===== config.mk =====
export PLATFORM = sky130hd
export DESIGN_NAME = ps2_receiver
export DESIGN_NICKNAME = d
export VERILOG_FILES = /design/src/rtl/ps2_receiver_pkg.sv /design/src/rtl/ps2_input_filter.sv /design/src/rtl/ps2_receiver.sv
export SDC_FILE = /design/constraint.sdc
export NUM_CORES = 1
export LEC_CHECK = 0
export BUFFER_PORTS_ARGS = -buffer_cell sky130_fd_sc_hd__clkbuf_2
export CORE_UTILIZATION = 25
export CTS_CLUSTER_SIZE = 12
export DETAILED_ROUTE_END_ITERATION = 8
export PLACE_DENSITY_LB_ADDON = 0.2
export SKIP_LAST_GASP = 1
export SYNTH_ARGS = -nofsm -noshare
export SYNTH_HDL_FRONTEND = slang
export SYNTH_SLANG_ARGS = --single-unit

===== constraint.sdc =====
create_clock -name i_clk -period 2.6 [get_ports i_clk]
set_input_delay 0.26 -clock i_clk [delete_from_list [all_inputs] [get_ports i_clk]]
set_output_delay 0.26 -clock i_clk [all_outputs]
set_load 0.02 [all_outputs]

===== src/rtl/ps2_receiver_pkg.sv =====
// Shared definitions for the PS/2 receiver: FSM encoding, default
// filter/timeout constants and the frame parity rule.
package ps2_receiver_pkg;

  localparam int DEFAULT_FILTER_LEN     = 8;
  localparam int DEFAULT_TIMEOUT_CYCLES = 5000;

  typedef enum logic [1:0] {
    ST_IDLE   = 2'd0,
    ST_DATA   = 2'd1,
    ST_PARITY = 2'd2,
    ST_STOP   = 2'd3
  } ps2_state_t;

  // A PS/2 frame is valid when the 8 data bits plus the parity bit hold an
  // odd number of ones.
  function automatic logic frame_parity_ok(input logic [7:0] data_byte,
                                           input logic       parity_bit);
    return ^{data_byte, parity_bit};
  endfunction

endpackage


===== src/rtl/ps2_input_filter.sv =====
// Synchronizes the raw PS/2 clock and data lines into the i_clk domain,
// deglitches the PS/2 clock and produces a one-cycle strobe on each
// accepted falling edge of the filtered clock.
module ps2_input_filter
  import ps2_receiver_pkg::*;
#(
  parameter int FILTER_LEN = DEFAULT_FILTER_LEN
) (
  input  logic i_clk,
  input  logic i_rst_n,
  input  logic i_ps2_clk,
  input  logic i_ps2_data,
  output logic o_data,
  output logic o_fall
);

  localparam int CW = $clog2(FILTER_LEN + 1);
  localparam logic [CW-1:0] CNT_LAST = CW'(FILTER_LEN - 1);

  logic [1:0]    clk_sync;
  logic [1:0]    data_sync;
  logic          filt_clk;
  logic [CW-1:0] run_cnt;

  // Synchronize both lines, then accept a PS/2 clock level change only after
  // FILTER_LEN consecutive samples disagree with the current filtered level.
  always_ff @(posedge i_clk or negedge i_rst_n) begin
    if (!i_rst_n) begin
      // Synchronizers and filter come out of reset at the idle bus level (1)
      // so releasing reset never looks like a falling edge.
      clk_sync  <= 2'b11;
      data_sync <= 2'b11;
      filt_clk  <= 1'b1;
      run_cnt   <= '0;
      o_fall    <= 1'b0;
    end else begin
      // NOTE: non-blocking assignments so every flop samples the pre-edge
      // value of its neighbours; blocking here would collapse the 2-flop chain.
      clk_sync  <= {clk_sync[0], i_ps2_clk};
      data_sync <= {data_sync[0], i_ps2_data};
      o_fall    <= 1'b0;
      if (clk_sync[1] == filt_clk) begin
        run_cnt <= '0;
      end else if (run_cnt == CNT_LAST) begin
        filt_clk <= clk_sync[1];
        run_cnt  <= '0;
        // Filtered level is flipping; it was 1 means this is a 1->0 edge.
        o_fall   <= filt_clk;
      end else begin
        run_cnt <= run_cnt + 1'b1;
      end
    end
  end

  assign o_data = data_sync[1];

endmodule


===== src/rtl/ps2_receiver.sv =====
// PS/2 keyboard receiver: frames start/8 data/parity/stop bits on filtered
// PS/2 clock falling edges and keeps a three-byte history of accepted codes.
module ps2_receiver
  import ps2_receiver_pkg::*;
#(
  parameter int FILTER_LEN     = DEFAULT_FILTER_LEN,
  parameter int TIMEOUT_CYCLES = DEFAULT_TIMEOUT_CYCLES
) (
  input  logic        i_clk,
  input  logic        i_rst_n,
  input  logic        i_PS2_Clk,
  input  logic        i_PS2_Data,
  output logic [23:0] o_Data,
  output logic        o_Valid,
  output logic        o_Error
);

  localparam int TW = $clog2(TIMEOUT_CYCLES);
  localparam logic [TW-1:0] TO_LAST = TW'(TIMEOUT_CYCLES - 1);

  ps2_state_t    state;
  logic [2:0]    bit_cnt;
  logic [7:0]    shift_reg;
  logic          parity_bit;
  logic [TW-1:0] to_cnt;
  logic          ps2_data;
  logic          ps2_fall;

  ps2_input_filter #(
    .FILTER_LEN (FILTER_LEN)
  ) u_filter (
    .i_clk      (i_clk),
    .i_rst_n    (i_rst_n),
    .i_ps2_clk  (i_PS2_Clk),
    .i_ps2_data (i_PS2_Data),
    .o_data     (ps2_data),
    .o_fall     (ps2_fall)
  );

  // Frame FSM, shift register, history and one-cycle status pulses; the
  // timeout check wins over a strobe arriving in the same cycle.
  always_ff @(posedge i_clk or negedge i_rst_n) begin
    if (!i_rst_n) begin
      state      <= ST_IDLE;
      bit_cnt    <= '0;
      shift_reg  <= '0;
      parity_bit <= 1'b0;
      to_cnt     <= '0;
      o_Data     <= '0;
      o_Valid    <= 1'b0;
      o_Error    <= 1'b0;
    end else begin
      o_Valid <= 1'b0;
      o_Error <= 1'b0;
      if (state != ST_IDLE && to_cnt == TO_LAST) begin
        // Abandon the partial frame silently.
        state     <= ST_IDLE;
        bit_cnt   <= '0;
        shift_reg <= '0;
        to_cnt    <= '0;
      end else begin
        if (state == ST_IDLE || ps2_fall) to_cnt <= '0;
        else                              to_cnt <= to_cnt + 1'b1;

        if (ps2_fall) begin
          case (state)
            ST_IDLE: begin
              if (!ps2_data) begin
                state   <= ST_DATA;
                bit_cnt <= '0;
              end
            end
            ST_DATA: begin
              shift_reg <= {ps2_data, shift_reg[7:1]};
              bit_cnt   <= bit_cnt + 1'b1;
              if (bit_cnt == 3'd7) state <= ST_PARITY;
            end
            ST_PARITY: begin
              parity_bit <= ps2_data;
              state      <= ST_STOP;
            end
            ST_STOP: begin
              if (ps2_data && frame_parity_ok(shift_reg, parity_bit)) begin
                o_Data  <= {o_Data[15:0], shift_reg};
                o_Valid <= 1'b1;
              end else begin
                o_Error <= 1'b1;
              end
              state <= ST_IDLE;
            end
            default: state <= ST_IDLE;
          endcase
        end
      end
    end
  end

endmodule


== Yosys cells after proc, flatten, opt, wreduce, memory -nomap -nowiden ==
Index checks and enable logic that the tools add are counted.

* Logic and storage cells: 68
* Bits in registers: 63
* Input bits: 4

* Muxes and demuxes: 26
* Add/subtract/negate cells: 3
* Bitwise logic cells: 2
* Reductions and logical operators: 15
* Eq/ne operators: 9

{| class="wikitable"
|+ Operators with widths
! operator !! count
|-
| $mux 13 || 2
|-
| $mux 8 || 3
|-
| $add 13x1->13 const B || 1
|-
| $eq 13x13->1 const B || 1
|-
| $mux 1 || 10
|-
| $mux 3 || 3
|-
| $reduce_and 3->1 || 3
|-
| $reduce_xor 9->1 || 1
|-
| $mux 2 || 4
|-
| $mux 4 || 2
|-
| $pmux 2 s4 || 1
|-
| $ne 3x3->1 const B || 2
|-
| $pmux 3 s2 || 1
|-
| $reduce_bool 2->1 || 3
|-
| $add 4x1->4 const B || 1
|-
| $eq 2x2->1 const B || 2
|-
| $eq 4x3->1 const B || 1
|-
| $reduce_and 2->1 || 2
|-
| $reduce_and 4->1 || 1
|-
| $add 3x1->3 const B || 1
|-
| $eq 3x3->1 const B || 1
|-
| $reduce_bool 3->1 || 1
|-
| $eq 2x1->1 const B || 1
|-
| $logic_and 1x1->1 || 2
|-
| 4 further kinds || 5
|}

== Depth between registers and ports, before layout ==
* Depth after elaboration: 6
* Mapped depth: 7
* Depth with buffers taken out: 7

== Modules after synthesis ==
A second synthesis with hierarchy kept.

* Cell total of the unflattened synthesis: 227
* Area total of the unflattened synthesis: 2837.7 sq um

{| class="wikitable"
|+ By module, submodules not included
! module !! times used !! area an instance (sq um) !! cells each
|-
| ps2_receiver || 1 || 2473.6 || 204
|-
| ps2_input_filter || 1 || 364.1 || 23
|}

== Worst setup path after synthesis ==
No wires, ideal clock.

* Path kind: flip-flop to flip-flop
* Start point: reg to_cnt[3]
* End point: reg o_Data[0]
* Path buffers: 1
* Arrival time: 1894 ps
* Cell stages (with the launch flop): 7
* Setup time: 125 ps
* Period minus slack after synthesis: 2020 ps
* Slack: 580 ps
* Cell sequence: dfrtp_1 -> or4_4 -> nor4_4 -> nor2_1 -> nand3_4 -> buf_6 -> mux2_4

* Longest elaborated chain between the ends: 4

{| class="wikitable"
|+ RTL lines
! element !! line !! text
|-
| from (decl) || ps2_receiver.sv:25 || <nowiki>logic [TW-1:0] to_cnt;</nowiki>
|-
| from (signal assigned) || ps2_receiver.sv:63 || <nowiki>else to_cnt <= to_cnt + 1'b1;</nowiki>
|-
| $eq 13x13->1 || ps2_receiver.sv:55 || <nowiki>if (state != ST_IDLE && to_cnt == TO_LAST) begin</nowiki>
|-
| $logic_and 1x1->1 || ps2_receiver.sv:55 ||
|-
| $not 1->1 (no line) || - ||
|-
| $reduce_and 4->1 (no line) || - ||
|-
| to (signal assigned) || ps2_receiver.sv:84 || <nowiki>o_Data <= {o_Data[15:0], shift_reg};</nowiki>
|-
| to (decl) || ps2_receiver.sv:13 || <nowiki>output logic [23:0] o_Data,</nowiki>
|}

No other way between the ends.
A chain may end at the register's enable or synchronous reset.

== Final worst setup path ==
* Start point: reg to_cnt[3]
* End point: reg o_Data[14]

Same word-level chain as after synthesis.

==> metrics.txt <==
status=finished, final reports clean; Starting Density=between 20% and 30%; area leader, netlist=dfrtp_1; diode count=0; Num Clock Sinks=between 60 and 70; crit-path max cell delay=between 0.5 and 0.6 ns; nets@finish=between 200 and 300; routed len/inst=about 12 µm; I/O Buffers=29; Synth Net Count=roughly 240; core area=between 10000 and 15000 µm²; RSZ-0062 raised after global routing=no; Async SR Flop Fraction=100%; Final Max Tran Viols=0; clk root buf=clkbuf_16; commonest non-fill, non-tap cell in the layout=dfrtp_1; slew margin rel.=58.5%; Top FF cell, synth=dfrtp_1; post-DP HPWL=approximately 3200 µm; Die Area=~12000 µm²; Tot Pwr=2370 µW; FF-to-FF End=o_Data[14]; RR Startpoint=to_cnt[3]; max reg flops=24; Vias/cell=4.31; clk_skew=0.00436 ns; critical path arrival=approximately 2.5 ns; number of setup violations in the final report=0; first-pass GRT wire length=roughly 9000 µm; Post-Syn Instances=about 230; slack of the worst reg-to-reg path=approximately 0.32 ns; critical path peak fanout=25; sequential element share of the synthesized area=56.0%; cts bufs inserted=9; CP max stage cell=or4_4; Crit Path Class=flop to flop; Max-Cap Viols=0; share of the synthesized area in the top cell type=51.4%; Mapped Avg Cell Area=about 13 µm²; Critical Path Source Type=flop; leakage power=between 0.0015 and 0.002 µW; RePlAce Congestion=a little over 0.7; CP Buf/Inv Count=0; worst-margin pin slew=0.623 ns; HP Class=primary input to flop; pin count of the biggest net entering global routing=42; CTS Buffer Depth=2; Worst-path clk slew=0.06 ns; most frequent cells in the layout=dfrtp_1, clkbuf_2, nor2_1; layout cells sized above 1=32.0%; final WL=approximately 5000 µm; Critical Path End Type=flop; synthesized area=between 2000 and 3000 µm²; Tmin final=approximately 2.3 ns; Critical Path, Cell by Cell=or4_4 -> nor4_4 -> nor2_1 -> nand3_4 -> mux2_2; peak supply drop=between 0.3 and 0.4 mV; H-tree levels=3; I/O pins=30; die height=between 100 and 150 µm; final hold violations=0; min-delay src=i_PS2_Data; Peak Freq=between 0.4 and 0.5 GHz; pwr dens=approximately 700 nW/µm²; total congestion overflow=0; Vias=1763; row count=38; Hold Crit Depth=1; DRT antenna net count=0; Synth-to-Final Area Change=23.1%; Hold EP=u_filter.data_sync[0]; unique cell type count in the Yosys netlist=37; DR iter-0 viols=77; CTS tree=yes; fin crit share=~88%; Fin Setup TNS=0 ns; number of antenna violations at the first check in global routing=0; Yosys reg bits=63; Total GRT Usage=under 10%; Worst EP required=about 2.8 ns; vias in the first global route=1849; top post-synthesis cells by area=dfrtp_1, mux2_4, dfstp_2; Post-synth EDFFs=0; FF-to-FF path depth=5; first-pass detailed-route iteration total=4; delay-heaviest family, CP=simple AND/OR/NAND/NOR gates; residual DRC count=0; clk_lat worst skew=roughly 0.33 ns; YS warnings=0; die width=~110 µm
## kinds of logic after synthesis
kind of cell / share of synthesized area, %
and+or+nand+nor: 13.4
DFF: 56.0
muxes: 13.3
AOI/OAI and AO/OA: 5.31
xor gates and xnor gates: 6.02
buffers and inverters: 2.43
adders and majority gates: 3.54
## per-layer routing
layer | routed length [µm] | vias up | GRT usage [%]
li1 | - | 860 | -
met1 | 2500 | 855 | 12.6
met2 | 2190 | 37 | 15.4
met3 | 232 | 11 | 3.32
met4 | 93 | 0 | 4.63
met5 | 0 | - | 0
## worst register-to-register path, cell delays in order, from the launching register on
cell and delay [ns]:
dfrtp_1 0.44, or4_4 0.58, nor4_4 0.24, nor2_1 0.12
nand3_4 0.39, mux2_2 0.40
## area by class of cell
| cell class | count | area [µm²] |
|---|---|---|
| Clock inverter | 5 | 63.8 |
| Multi-Input combinational cell | 149 | 1170 |
| Clock buffer | 11 | 253 |
| Inverter | 6 | 22.5 |
| Timing Repair Buffer | 35 | 208 |
| Fill cell | 1150 | 7460 |
| Sequential cell | 63 | 1580 |
| Tap cell | 140 | 175 |
## cell usage after synthesis (2+ instances only)
library cell	number
dfrtp_1	58
nand3_1	12
nor2_1	20
mux2_2	8
nor3_1	3
ha_1	8
a22o_1	2
dfstp_2	5
buf_6	2
or3_1	5
mux2_4	19
inv_1	6
clkbuf_1	3
o21ai_0	5
nand4_1	5
nand2_1	17
nor3b_1	2
xor2_1	6
a21oi_1	13
xnor2_1	9
## where the power goes
part	total, µW	internal (µW)	switching, µW
combinational	83.1	38.3	44.8
clock	1240	802	442
sequential	1040	1020	21.6
total	2370	1860	509
## metrics by stage
step,setup WS (ns),area [µm²],hold WS (ns),cells,utilization [%]
detailed placement,0.294,3140,0.318,391,28.7
finish,0.320,3480,0.0129,409,31.8
CTS,0.292,3470,0.00131,408,31.7
global placement,0.309,3140,0.309,391,28.7
floorplan,0.580,2830,-0.0356,225,-
global route,0.165,3480,0.00649,409,31.8
## timing repair
action / in CTS / in global routing
setup buffers: 0 / 0
hold buffers: 1 / 1
gates resized for setup: 0 / 0
endpoints found under the hold margin: 22 / 1
## how the worst max path moves through the flow
stage | from | to | slack (ns) | cells after the start
finish | to_cnt[3] | o_Data[14] | 0.32 | 5
global route | to_cnt[3] | o_Data[13] | 0.17 | 5
CTS | to_cnt[3] | o_Data[12] | 0.29 | 5
detailed placement | to_cnt[3] | o_Data[12] | 0.29 | 5
global placement | to_cnt[3] | o_Data[15] | 0.31 | 5
floorplan | to_cnt[3] | o_Data[0] | 0.58 | 6
(Power assumes the default switching activity.)
